===== src/rtl/wb_arb_pkg.sv =====
// wb_arb_pkg: shared grant encoding, payload widths and helpers for the
// writeback arbiter. Build option WB_ARB_RR_EN selects round-robin arbitration.
package wb_arb_pkg;

    localparam int WB_DST_W = 5;
    localparam int WB_VAL_W = 64;
    localparam int WB_PC_W  = 64;
    localparam int WB_CNT_W = 4;    // holds STARVE_LIMIT up to 15

    localparam logic WB_GNT_IP  = 1'b0;
    localparam logic WB_GNT_LSP = 1'b1;

    typedef struct packed {
        logic [WB_DST_W-1:0] dst;
        logic [WB_VAL_W-1:0] value;
        logic [WB_PC_W-1:0]  pc;
    } wb_pld_t;

    // Saturating increment used by the starvation counter
    function automatic logic [WB_CNT_W-1:0] sat_inc(input logic [WB_CNT_W-1:0] v,
                                                    input logic [WB_CNT_W-1:0] lim);
        return (v >= lim) ? lim : v + 1'b1;
    endfunction

endpackage


===== src/rtl/wb_arb_sel.sv =====
// wb_arb_sel: combinational grant/accept selection for the writeback port.
// WB_ARB_RR_EN: alternate on contention using last_grant; otherwise LSP has
// priority unless IP is flagged as starved.
module wb_arb_sel
    import wb_arb_pkg::*;
(
    input  logic ip_valid,
    input  logic ip_wb_en,
    input  logic lsp_valid,
    input  logic lsp_wb_en,
    input  logic hold,
    input  logic ip_starved,
    input  logic last_grant,
    output logic gnt_vld,
    output logic gnt,
    output logic ip_acc,
    output logic lsp_acc
);

    logic ip_req, lsp_req;
    assign ip_req  = ip_valid && ip_wb_en;
    assign lsp_req = lsp_valid && lsp_wb_en;

`ifdef WB_ARB_RR_EN
    logic unused_starved;
    assign unused_starved = ip_starved;
`else
    logic unused_last_grant;
    assign unused_last_grant = last_grant;
`endif

    // Pick one writer; non-writing transfers ride along whenever not held
    always_comb begin
        gnt_vld = 1'b0;
        gnt     = WB_GNT_IP;
        ip_acc  = 1'b0;
        lsp_acc = 1'b0;
        if (!hold) begin
            if (ip_req && lsp_req) begin
                gnt_vld = 1'b1;
`ifdef WB_ARB_RR_EN
                gnt = (last_grant == WB_GNT_IP) ? WB_GNT_LSP : WB_GNT_IP;
`else
                gnt = ip_starved ? WB_GNT_IP : WB_GNT_LSP;
`endif
            end else if (ip_req) begin
                gnt_vld = 1'b1;
                gnt     = WB_GNT_IP;
            end else if (lsp_req) begin
                gnt_vld = 1'b1;
                gnt     = WB_GNT_LSP;
            end
            ip_acc  = (ip_valid && !ip_wb_en) || (gnt_vld && gnt == WB_GNT_IP);
            lsp_acc = (lsp_valid && !lsp_wb_en) || (gnt_vld && gnt == WB_GNT_LSP);
        end
    end

endmodule


===== src/rtl/wb_arb.sv =====
// wb_arb: writeback arbiter sharing the regfile write port between IP and LSP.
// Holds the starvation counter, last grant and the registered write port.
// Build option WB_ARB_RR_EN: round-robin, starvation counter compiled out.
module wb_arb
    import wb_arb_pkg::*;
#(
    parameter int STARVE_LIMIT = 3
) (
    input  logic                clk,
    input  logic                rst,
    input  logic                wb_hold,
    input  logic                ip_wb_valid,
    output logic                ip_wb_ready,
    input  logic                ip_wb_wb_en,
    input  logic [WB_DST_W-1:0] ip_wb_dst,
    input  logic [WB_VAL_W-1:0] ip_wb_result,
    input  logic [WB_PC_W-1:0]  ip_wb_pc,
    input  logic                lsp_wb_valid,
    output logic                lsp_wb_ready,
    input  logic                lsp_wb_wb_en,
    input  logic [WB_DST_W-1:0] lsp_wb_dst,
    input  logic [WB_VAL_W-1:0] lsp_wb_result,
    input  logic [WB_PC_W-1:0]  lsp_wb_pc,
    output logic                wb_rf_en,
    output logic [WB_DST_W-1:0] wb_rf_dst,
    output logic [WB_VAL_W-1:0] wb_rf_value,
    output logic [WB_PC_W-1:0]  wb_rf_pc,
    output logic                wb_sb_clr,
    output logic                wb_ip_starved
);

    if (STARVE_LIMIT < 1 || STARVE_LIMIT > 15) begin : g_bad_limit
        $error("wb_arb: STARVE_LIMIT must be in 1..15");
    end

    logic    gnt_vld, gnt, ip_acc, lsp_acc;
    logic    last_grant, ip_starved;
    wb_pld_t ip_pld, lsp_pld, win_pld, wb_q;
    logic    wb_en_q;

    assign ip_pld  = '{dst: ip_wb_dst,  value: ip_wb_result,  pc: ip_wb_pc};
    assign lsp_pld = '{dst: lsp_wb_dst, value: lsp_wb_result, pc: lsp_wb_pc};
    assign win_pld = (gnt == WB_GNT_LSP) ? lsp_pld : ip_pld;

    wb_arb_sel u_sel (
        .ip_valid   (ip_wb_valid),
        .ip_wb_en   (ip_wb_wb_en),
        .lsp_valid  (lsp_wb_valid),
        .lsp_wb_en  (lsp_wb_wb_en),
        .hold       (wb_hold),
        .ip_starved (ip_starved),
        .last_grant (last_grant),
        .gnt_vld    (gnt_vld),
        .gnt        (gnt),
        .ip_acc     (ip_acc),
        .lsp_acc    (lsp_acc)
    );

    // Nothing is acknowledged while reset is asserted
    assign ip_wb_ready  = ip_acc && !rst;
    assign lsp_wb_ready = lsp_acc && !rst;

`ifdef WB_ARB_RR_EN
    assign ip_starved = 1'b0;
`else
    localparam logic [WB_CNT_W-1:0] LIMIT_C = WB_CNT_W'(STARVE_LIMIT);
    logic [WB_CNT_W-1:0] starve_cnt;
    logic                ip_req;
    assign ip_req = ip_wb_valid && ip_wb_wb_en;

    // Count consecutive IP denials lost to LSP; frozen while held
    always_ff @(posedge clk) begin
        if (rst) begin
            starve_cnt <= '0;
        end else if (!wb_hold) begin
            if (ip_req && gnt_vld && gnt == WB_GNT_LSP)
                starve_cnt <= sat_inc(starve_cnt, LIMIT_C);
            else
                starve_cnt <= '0;
        end
    end

    assign ip_starved = (starve_cnt == LIMIT_C);
`endif

    assign wb_ip_starved = ip_starved;

    // Remember the most recent write-port winner for round-robin
    always_ff @(posedge clk) begin
        if (rst)
            last_grant <= WB_GNT_IP;
        else if (gnt_vld)
            last_grant <= gnt;
    end

    // Registered write port; x0 writes are accepted but never strobed
    always_ff @(posedge clk) begin
        if (rst) begin
            wb_en_q <= 1'b0;
            wb_q    <= '0;
        end else begin
            wb_en_q <= gnt_vld && (win_pld.dst != '0);
            if (gnt_vld)
                wb_q <= win_pld;
        end
    end

    assign wb_rf_en    = wb_en_q;
    assign wb_sb_clr   = wb_en_q;
    assign wb_rf_dst   = wb_q.dst;
    assign wb_rf_value = wb_q.value;
    assign wb_rf_pc    = wb_q.pc;

endmodule


===== config.mk =====
export PLATFORM = sky130hd
export DESIGN_NAME = wb_arb
export DESIGN_NICKNAME = d
export VERILOG_FILES = /design/src/rtl/wb_arb_pkg.sv /design/src/rtl/wb_arb_sel.sv /design/src/rtl/wb_arb.sv
export SDC_FILE = /design/constraint.sdc
export NUM_CORES = 1
export LEC_CHECK = 0
export ABC_CLOCK_PERIOD_IN_PS = 1900
export CAP_MARGIN = 20
export CELL_PAD_IN_SITES_DETAIL_PLACEMENT = 2
export CELL_PAD_IN_SITES_GLOBAL_PLACEMENT = 2
export CORE_UTILIZATION = 18
export CTS_CLUSTER_SIZE = 24
export DETAILED_ROUTE_END_ITERATION = 7
export PLACE_DENSITY_LB_ADDON = 0.1
export SLEW_MARGIN = 40
export SYNTH_ARGS = -nofsm -noshare
export SYNTH_HDL_FRONTEND = slang
export SYNTH_SLANG_ARGS = --single-unit

===== constraint.sdc =====
create_clock -name clk -period 1.9 [get_ports clk]
set_input_delay 0.19 -clock clk [delete_from_list [all_inputs] [get_ports clk]]
set_output_delay 0.19 -clock clk [all_outputs]
set_load 0.02 [all_outputs]

==> results of run 1 <==
==> worst max-delay path: cells and delay by family (launching register included) <==
family,cells,cell delay [ns]
adder cells (fa/ha/maj),1,0.16
buffers and inverters,4,0.64
AND/OR/NAND/NOR,1,0.16
flip-flops,1,0.34
AO/OA/AOI/OAI,2,0.37
multiplexers,1,0.24
==> Yosys cell counts <==
| library cell | number |
|---|---|
| a311oi_4 | 1 |
| buf_4 | 1 |
| mux2i_1 | 133 |
| nor3b_4 | 1 |
| o2bb2ai_1 | 133 |
| dfxtp_1 | 138 |
| ha_1 | 1 |
| buf_12 | 14 |
| inv_1 | 1 |
| nor3_1 | 3 |
| nand2b_1 | 1 |
| a41oi_1 | 1 |
| and3b_1 | 1 |
| buf_6 | 1 |
| o311a_2 | 1 |
| a21oi_1 | 3 |
| buf_2 | 2 |
| nand2_1 | 8 |
| a311oi_1 | 1 |
| nor2_2 | 1 |
| or4_1 | 1 |
| nor2_1 | 2 |
| and3b_2 | 1 |
| clkbuf_1 | 26 |
| nand4_1 | 2 |
==> cell type report <==
| type | count | share of cell area |
|---|---|---|
| inverters | 1 | 0.000318 |
| repair buffers | 465 | 0.409 |
| clock inverters | 12 | 0.0151 |
| multi-input cells | 295 | 0.259 |
| diodes | 3 | 0.000636 |
| clock buffers | 17 | 0.0360 |
| flip-flops and latches | 138 | 0.234 |
| well taps | 435 | 0.0461 |
==> through the flow <==
stage / cells / hold WS (ns) / util
2_1_floorplan: 478 / 0.259 / -
3_3_place_gp: 1318 / 0.445 / 0.330
3_5_place_dp: 1318 / 0.448 / 0.330
4_1_cts: 1361 / 0.382 / 0.363
5_1_grt: 1366 / 0.407 / 0.371
6_report: 1366 / 0.391 / 0.371
==> report_power, final <==
group	internal [mW]	switching, mW
clock network	2.18	1.34
registers	3.05	0.0888
logic	1.09	0.751
==> sequential cells by signal, summed over array words and instances, names as in the netlist <==
name         flops
starve_cnt       4
wb_rf_dst        5
wb_rf_en         1
wb_rf_pc        64
wb_rf_value     64
==> cells by family (layout without fill, tap and decap cells) <==
group / count (synthesis) / after routing / share of synthesized area
fa+ha+maj: 1 / 1 / 0.00213
buf+inv: 45 / 495 / 0.0699
simple gates: 21 / 21 / 0.0209
flops: 138 / 138 / 0.470
compound gates: 140 / 140 / 0.210
other cells: 0 / 3 / 0
mux: 133 / 133 / 0.227
==> layer usage <==
metal | share of wire | wire (um)
met3 | 0.060 | 1700
met4 | 0.025 | 716
met2 | 0.53 | 15100
met5 | 0 | 0
met1 | 0.38 | 10900
==> worst max-delay path by stage <==
stage	start	end	slack (ns)	cells past startpoint
final	starve_cnt[1]	wb_rf_value[13]	-0.15	9
after global routing	starve_cnt[1]	wb_rf_pc[5]	-0.23	9
after CTS	starve_cnt[1]	wb_rf_value[13]	-0.13	9
after detailed placement	lsp_wb_valid	wb_rf_pc[23]	-0.31	7
after global placement	lsp_wb_valid	wb_rf_pc[23]	-0.25	7
after floorplan	starve_cnt[0]	wb_rf_pc[44]	0.12	7
==> timing repair <==
| item | CTS | global route |
|---|---|---|
| setup endpoints to repair | 123 | 138 |
| pin swaps | 4 | 11 |
| gates resized for setup | 60 | 49 |
| buffers inserted | 10 | 1 |
| gates cloned | 4 | 5 |
==> flow_metrics.env, run 1 <==
export IMPL_status="finished, violations left"
export IMPL_violations="negative setup slack"
export IMPL_drv_slew=0
export IMPL_vias_per_cell=4.25
export IMPL_final_common_cell="clkdlybuf4s50_1"
export IMPL_cts_tree="yes"
export IMPL_crit_chain="ha_4 -> nor3b_4 -> buf_6 -> a311oi_4 -> buf_6 -> clkbuf_16 -> buf_6 -> mux2i_2 -> o2bb2ai_1"
export IMPL_end_kind="flop"
export IMPL_post_route_cell_area_um2=11800
export IMPL_grt_util_all_layers=0.163
export IMPL_nFillCells=3279
export IMPL_core_area_um2=31800
export IMPL_syn_area_um2=5870
export IMPL_initial_core_util=0.185
export IMPL_pre_cts_slack_ns=-0.314
export IMPL_synth_area_leader_cell="dfxtp_1"
export IMPL_grt_start_max_net_pins=53
export IMPL_seqCellArea_um2=2770
export IMPL_cts_hold_buf=0
export IMPL_hp_class="in2reg"
export IMPL_grt_use_met2=0.308
export IMPL_syn2layout_area_growth_pct=101
export IMPL_tightest_slew_ns=0.324
export IMPL_min_delay_path_depth=3
export IMPL_ctsHtreeMaxLevel=4
export IMPL_slowest_stage="dfxtp_2"
export IMPL_cp_required_ns=2.20
export IMPL_tns_ns=-10.31
export IMPL_globalRouteMet1Util=0.169
export IMPL_drc=0
export IMPL_final_cell_mix="407 x clkdlybuf4s50_1, 136 x dfxtp_1, 127 x o2bb2ai_1"
export IMPL_reg2reg_depth=9
export IMPL_placed_area_um2=10500
export IMPL_path_max_fanout=8
export IMPL_layout_drive_gt1_share=0.147
export IMPL_peakVddDrop_mv=0.587
export IMPL_grt_busiest_layer="met2"
export IMPL_cap_violations=0
export IMPL_cts_buffer_depth=2
export IMPL_vias=5808
export IMPL_die_area_um2=33400
export IMPL_dieHeight_um=183
export IMPL_hold_start="ip_wb_result[1]"
export IMPL_setup_violations=130
export IMPL_port_buffers=410
export IMPL_clock_latency_ns=0.42
export IMPL_ys_ff_latch=138
export IMPL_clock_sinks=138
export IMPL_dp_hpwl_mm=21.3
export IMPL_synth_distinct_cells=25
export IMPL_gr_usage_met3=0.0477
export IMPL_fin_crit_sh=1.08
export IMPL_fmax_mhz=488
export IMPL_period_needed_ns=2.05
export IMPL_cts_buffers=17
export IMPL_crit_type="reg2reg"
export IMPL_skew_ns=0.0159
export IMPL_leakage_nw=4.05
export IMPL_fp_dieW_um=183
export IMPL_synthCells=478
export IMPL_wl_mm=28.5
export IMPL_r2r_slack_ns=-0.15
export IMPL_setup_slack_ns=-0.150
export IMPL_grt_pass1_wl_mm=40.8
export IMPL_hold_viol=0
export IMPL_routabilityCongestion=0.776
export IMPL_yosysWarnings=0
export IMPL_r2r_end="wb_rf_value[13]"
export IMPL_dr_first_iter_drc_count=115
export IMPL_start_kind="flop"
export IMPL_ioPinCount=411
export IMPL_timing_rr_start="starve_cnt[1]"
export IMPL_multi_input_comb_area_um2=3050
export IMPL_cts_root_buf="clkbuf_16"
export IMPL_relSlewSlack=0.783
export IMPL_ant_nets=0
export IMPL_clkTransAtPathRegs_ns=0.07
export IMPL_synth_fp_nets=752
export IMPL_crit_arrival_ns=2.34
export IMPL_crit_path_frequent_cell="buf_6"
export IMPL_hold_path_end="wb_rf_value[1]"
export IMPL_seq_area_frac_synth=0.470
export IMPL_power_mw=8.49
export IMPL_grt_pass1_vias=6740
export IMPL_wl_per_cell_um=20.8
export IMPL_grt_ovfl_total=0
export IMPL_power_density_nw_per_um2=719
export IMPL_fp_row_count=65
export IMPL_synthTopCellsByArea="dfxtp_1 47%, mux2i_1 23%, o2bb2ai_1 20%"
export IMPL_antenna_found_initial=3
export IMPL_synth_top_cell_area_share=0.470
export IMPL_avgSynthCellArea_um2=12.3
export IMPL_nets=1192
export IMPL_slowest_delay_ns=0.34
export IMPL_dr_pass1_iters=4
export IMPL_rsz0062_at_grt="true"
Power figures use the tool's default switching activity.
==> run 2, diff against run 1 <==
--- a/config.mk
+++ b/config.mk
@@ -7,12 +7,10 @@
 export LEC_CHECK = 0
 export ABC_CLOCK_PERIOD_IN_PS = 1900
 export CAP_MARGIN = 20
-export CELL_PAD_IN_SITES_DETAIL_PLACEMENT = 2
-export CELL_PAD_IN_SITES_GLOBAL_PLACEMENT = 2
-export CORE_UTILIZATION = 18
+export CORE_AREA = 2 2 161 163
 export CTS_CLUSTER_SIZE = 24
 export DETAILED_ROUTE_END_ITERATION = 7
-export PLACE_DENSITY_LB_ADDON = 0.1
+export DIE_AREA = 0 0 163 165
 export SLEW_MARGIN = 40
 export SYNTH_ARGS = -nofsm -noshare
 export SYNTH_HDL_FRONTEND = slang
==> run 2 against run 1 <==
Effect of this change:
- the run now ends clean
- clock skew shrank 0.0043 ns
- worst setup slack gained 0.21 ns
- flip-flop and latch count is the same
- global-route usage shrank 0.50 points
- register-to-register slack gained 0.21 ns
- power shrank 4.9%
- worst hold slack gained 0.0041 ns
- non-clock buffer count shrank 11
- first-iteration DRC count grew 110%
- sequential share of layout area grew 1.3 points
- critical path type unchanged
- largest power group unchanged
==> flow_metrics.env, run 2 (synthesis gave the netlist of run 1 again) <==
export IMPL_drc=0
export IMPL_nets=1181
export IMPL_core_area_um2=25000
export IMPL_fp_dieW_um=163
export IMPL_final_common_cell="clkdlybuf4s50_1"
export IMPL_dieHeight_um=165
export IMPL_wl_per_cell_um=18.2
export IMPL_tightest_slew_ns=0.391
export IMPL_pre_cts_slack_ns=-0.118
export IMPL_fin_crit_sh=0.967
export IMPL_antenna_found_initial=0
export IMPL_grt_pass1_vias=5549
export IMPL_vias=5526
export IMPL_fp_row_count=58
export IMPL_fmax_mhz=544
export IMPL_cts_tree="yes"
export IMPL_dp_hpwl_mm=16.9
export IMPL_port_buffers=410
export IMPL_rsz0062_at_grt="true"
export IMPL_initial_core_util=0.235
export IMPL_hold_viol=0
export IMPL_p_int_mw=5.94
export IMPL_syn2layout_area_growth_pct=90.2
export IMPL_clkTransAtPathRegs_ns=0.07
export IMPL_final_cell_mix="407 x clkdlybuf4s50_1, 136 x dfxtp_1, 133 x o2bb2ai_1"
export IMPL_layout_drive_gt1_share=0.101
export IMPL_dr_pass1_iters=4
export IMPL_n_antenna_cell=0
export IMPL_wl_mm=22.8
export IMPL_cap_violations=0
export IMPL_routabilityCongestion=0.769
export IMPL_hold_slack_ns=0.395
export IMPL_cts_root_buf="clkbuf_16"
export IMPL_status="finished clean"
export IMPL_slowest_delay_ns=0.34
export IMPL_clock_sinks=138
export IMPL_path_max_fanout=8
export IMPL_sw_frac_of_total=0.265
export IMPL_slowest_stage="dfxtp_2"
export IMPL_grt_ovfl_total=0
export IMPL_dr_first_iter_drc_count=239
export IMPL_relSlewSlack=0.737
export IMPL_skew_ns=0.0117
export IMPL_comb_power_share=0.210
export IMPL_placed_area_um2=10400
export IMPL_grt_util_all_layers=0.158
export IMPL_cp_required_ns=2.20
export IMPL_period_needed_ns=1.84
export IMPL_die_area_um2=26900
export IMPL_grt_start_max_net_pins=60
export IMPL_end_kind="flop"
export IMPL_grt_pass1_wl_mm=32.3
export IMPL_peakVddDrop_mv=0.422
export IMPL_crit_path_frequent_cell="buf_4"
export IMPL_crit_arrival_ns=2.14
export IMPL_vias_per_cell=4.42
export IMPL_p_seq_frac=0.387
export IMPL_leakage_nw=3.89
export IMPL_cts_buffer_depth=2
export IMPL_setup_slack_ns=0.0618
export IMPL_ioPinCount=411
export IMPL_drv_slew=0
export IMPL_hp_class="in2reg"
export IMPL_start_kind="flop"
export IMPL_setup_violations=0
export IMPL_post_route_util=0.446
export IMPL_crit_chain="ha_4 -> nor3b_4 -> a311oi_4 -> buf_4 -> clkbuf_16 -> buf_4 -> mux2i_1 -> o2bb2ai_1"
export IMPL_post_route_cell_area_um2=11200
export IMPL_ctsHtreeMaxLevel=4
export IMPL_crit_type="reg2reg"
export IMPL_ant_nets=0
export IMPL_power_density_nw_per_um2=723
export IMPL_clkPwrFrac=0.403
export IMPL_clock_latency_ns=0.42
export IMPL_cts_buffers=17
export IMPL_power_switching_mw=2.14
[run 2: cell count changes in the layout (fill, tap and decap cells not counted), sizes merged]
cell / previous run / this run
clkinv: 7 / 2
buf: 53 / 43
bufinv: 4 / 1
clkdlybuf4s15: 0 / 1
clkinvlp: 1 / 4
diode: 3 / 0
inv: 1 / 7
[run 2: final cells by class]
class                           instances  area (um2)
Clock buffer                           19         443
Clock inverter                         13         130
Fill cell                            2395       13900
Inverter                                1        3.75
Multi-Input combinational cell        295        2790
Sequential cell                       138        2770
Tap cell                              330         413
Timing Repair Buffer                  454        4630
[run 2: critical path: cells and delay by family (launching register included)]
family	cells	cell delay, ns
AO/OA/AOI/OAI	2	0.29
adder cells (fa/ha/maj)	1	0.15
buffers and inverters	3	0.56
flip-flops	1	0.34
multiplexers	1	0.22
AND/OR/NAND/NOR	1	0.16
[run 2: layer usage]
layer | vias to the layer above | track usage | share of wire
met2 | 229 | 0.264 | 0.49
li1 | 2718 | - | -
met3 | 19 | 0.0500 | 0.080
met1 | 2560 | 0.194 | 0.41
met5 | - | 0 | 0
met4 | 0 | 0.0483 | 0.015
[run 2: final timing paths]
check	to	depth (start not counted)	slack [ns]	start
worst max-delay path	wb_rf_pc[3]	8	0.06	starve_cnt[1]
worst min-delay path	wb_rf_value[41]	3	0.40	ip_wb_result[41]
worst max register to register	wb_rf_pc[3]	8	0.06	starve_cnt[1]
worst min register to register	wb_rf_value[13]	1	0.46	wb_rf_value[13]
[run 2: power groups by stage]
| stage | Clock [mW] | Combinational, mW | Sequential, mW |
|---|---|---|---|
| 2_1_floorplan | 0 | 0.443 | 3.38 |
| 3_3_place_gp | 0 | 1.67 | 3.19 |
| 3_5_place_dp | 0 | 1.67 | 3.19 |
| 4_1_cts | 3.38 | 1.68 | 3.13 |
| 5_1_grt | 3.50 | 1.79 | 3.15 |
| 6_report | 3.25 | 1.69 | 3.13 |
[run 2: metrics by stage]
stage | total power, mW | TNS [ns] | cells
2_1_floorplan | 3.82 | 0 | 478
3_3_place_gp | 4.86 | -5.86 | 1213
3_5_place_dp | 4.86 | -7.83 | 1213
4_1_cts | 8.18 | 0 | 1245
5_1_grt | 8.44 | -0.0878 | 1250
6_report | 8.08 | 0 | 1250
[run 2: what timing repair did]
action / 4_1_cts / 5_1_grt
buffers inserted: 0 / 2
setup endpoints to repair: 33 / 102
gates resized for setup: 10 / 11
pin swaps: 0 / 4
hold buffers: 0 / 0
gates cloned: 0 / 3
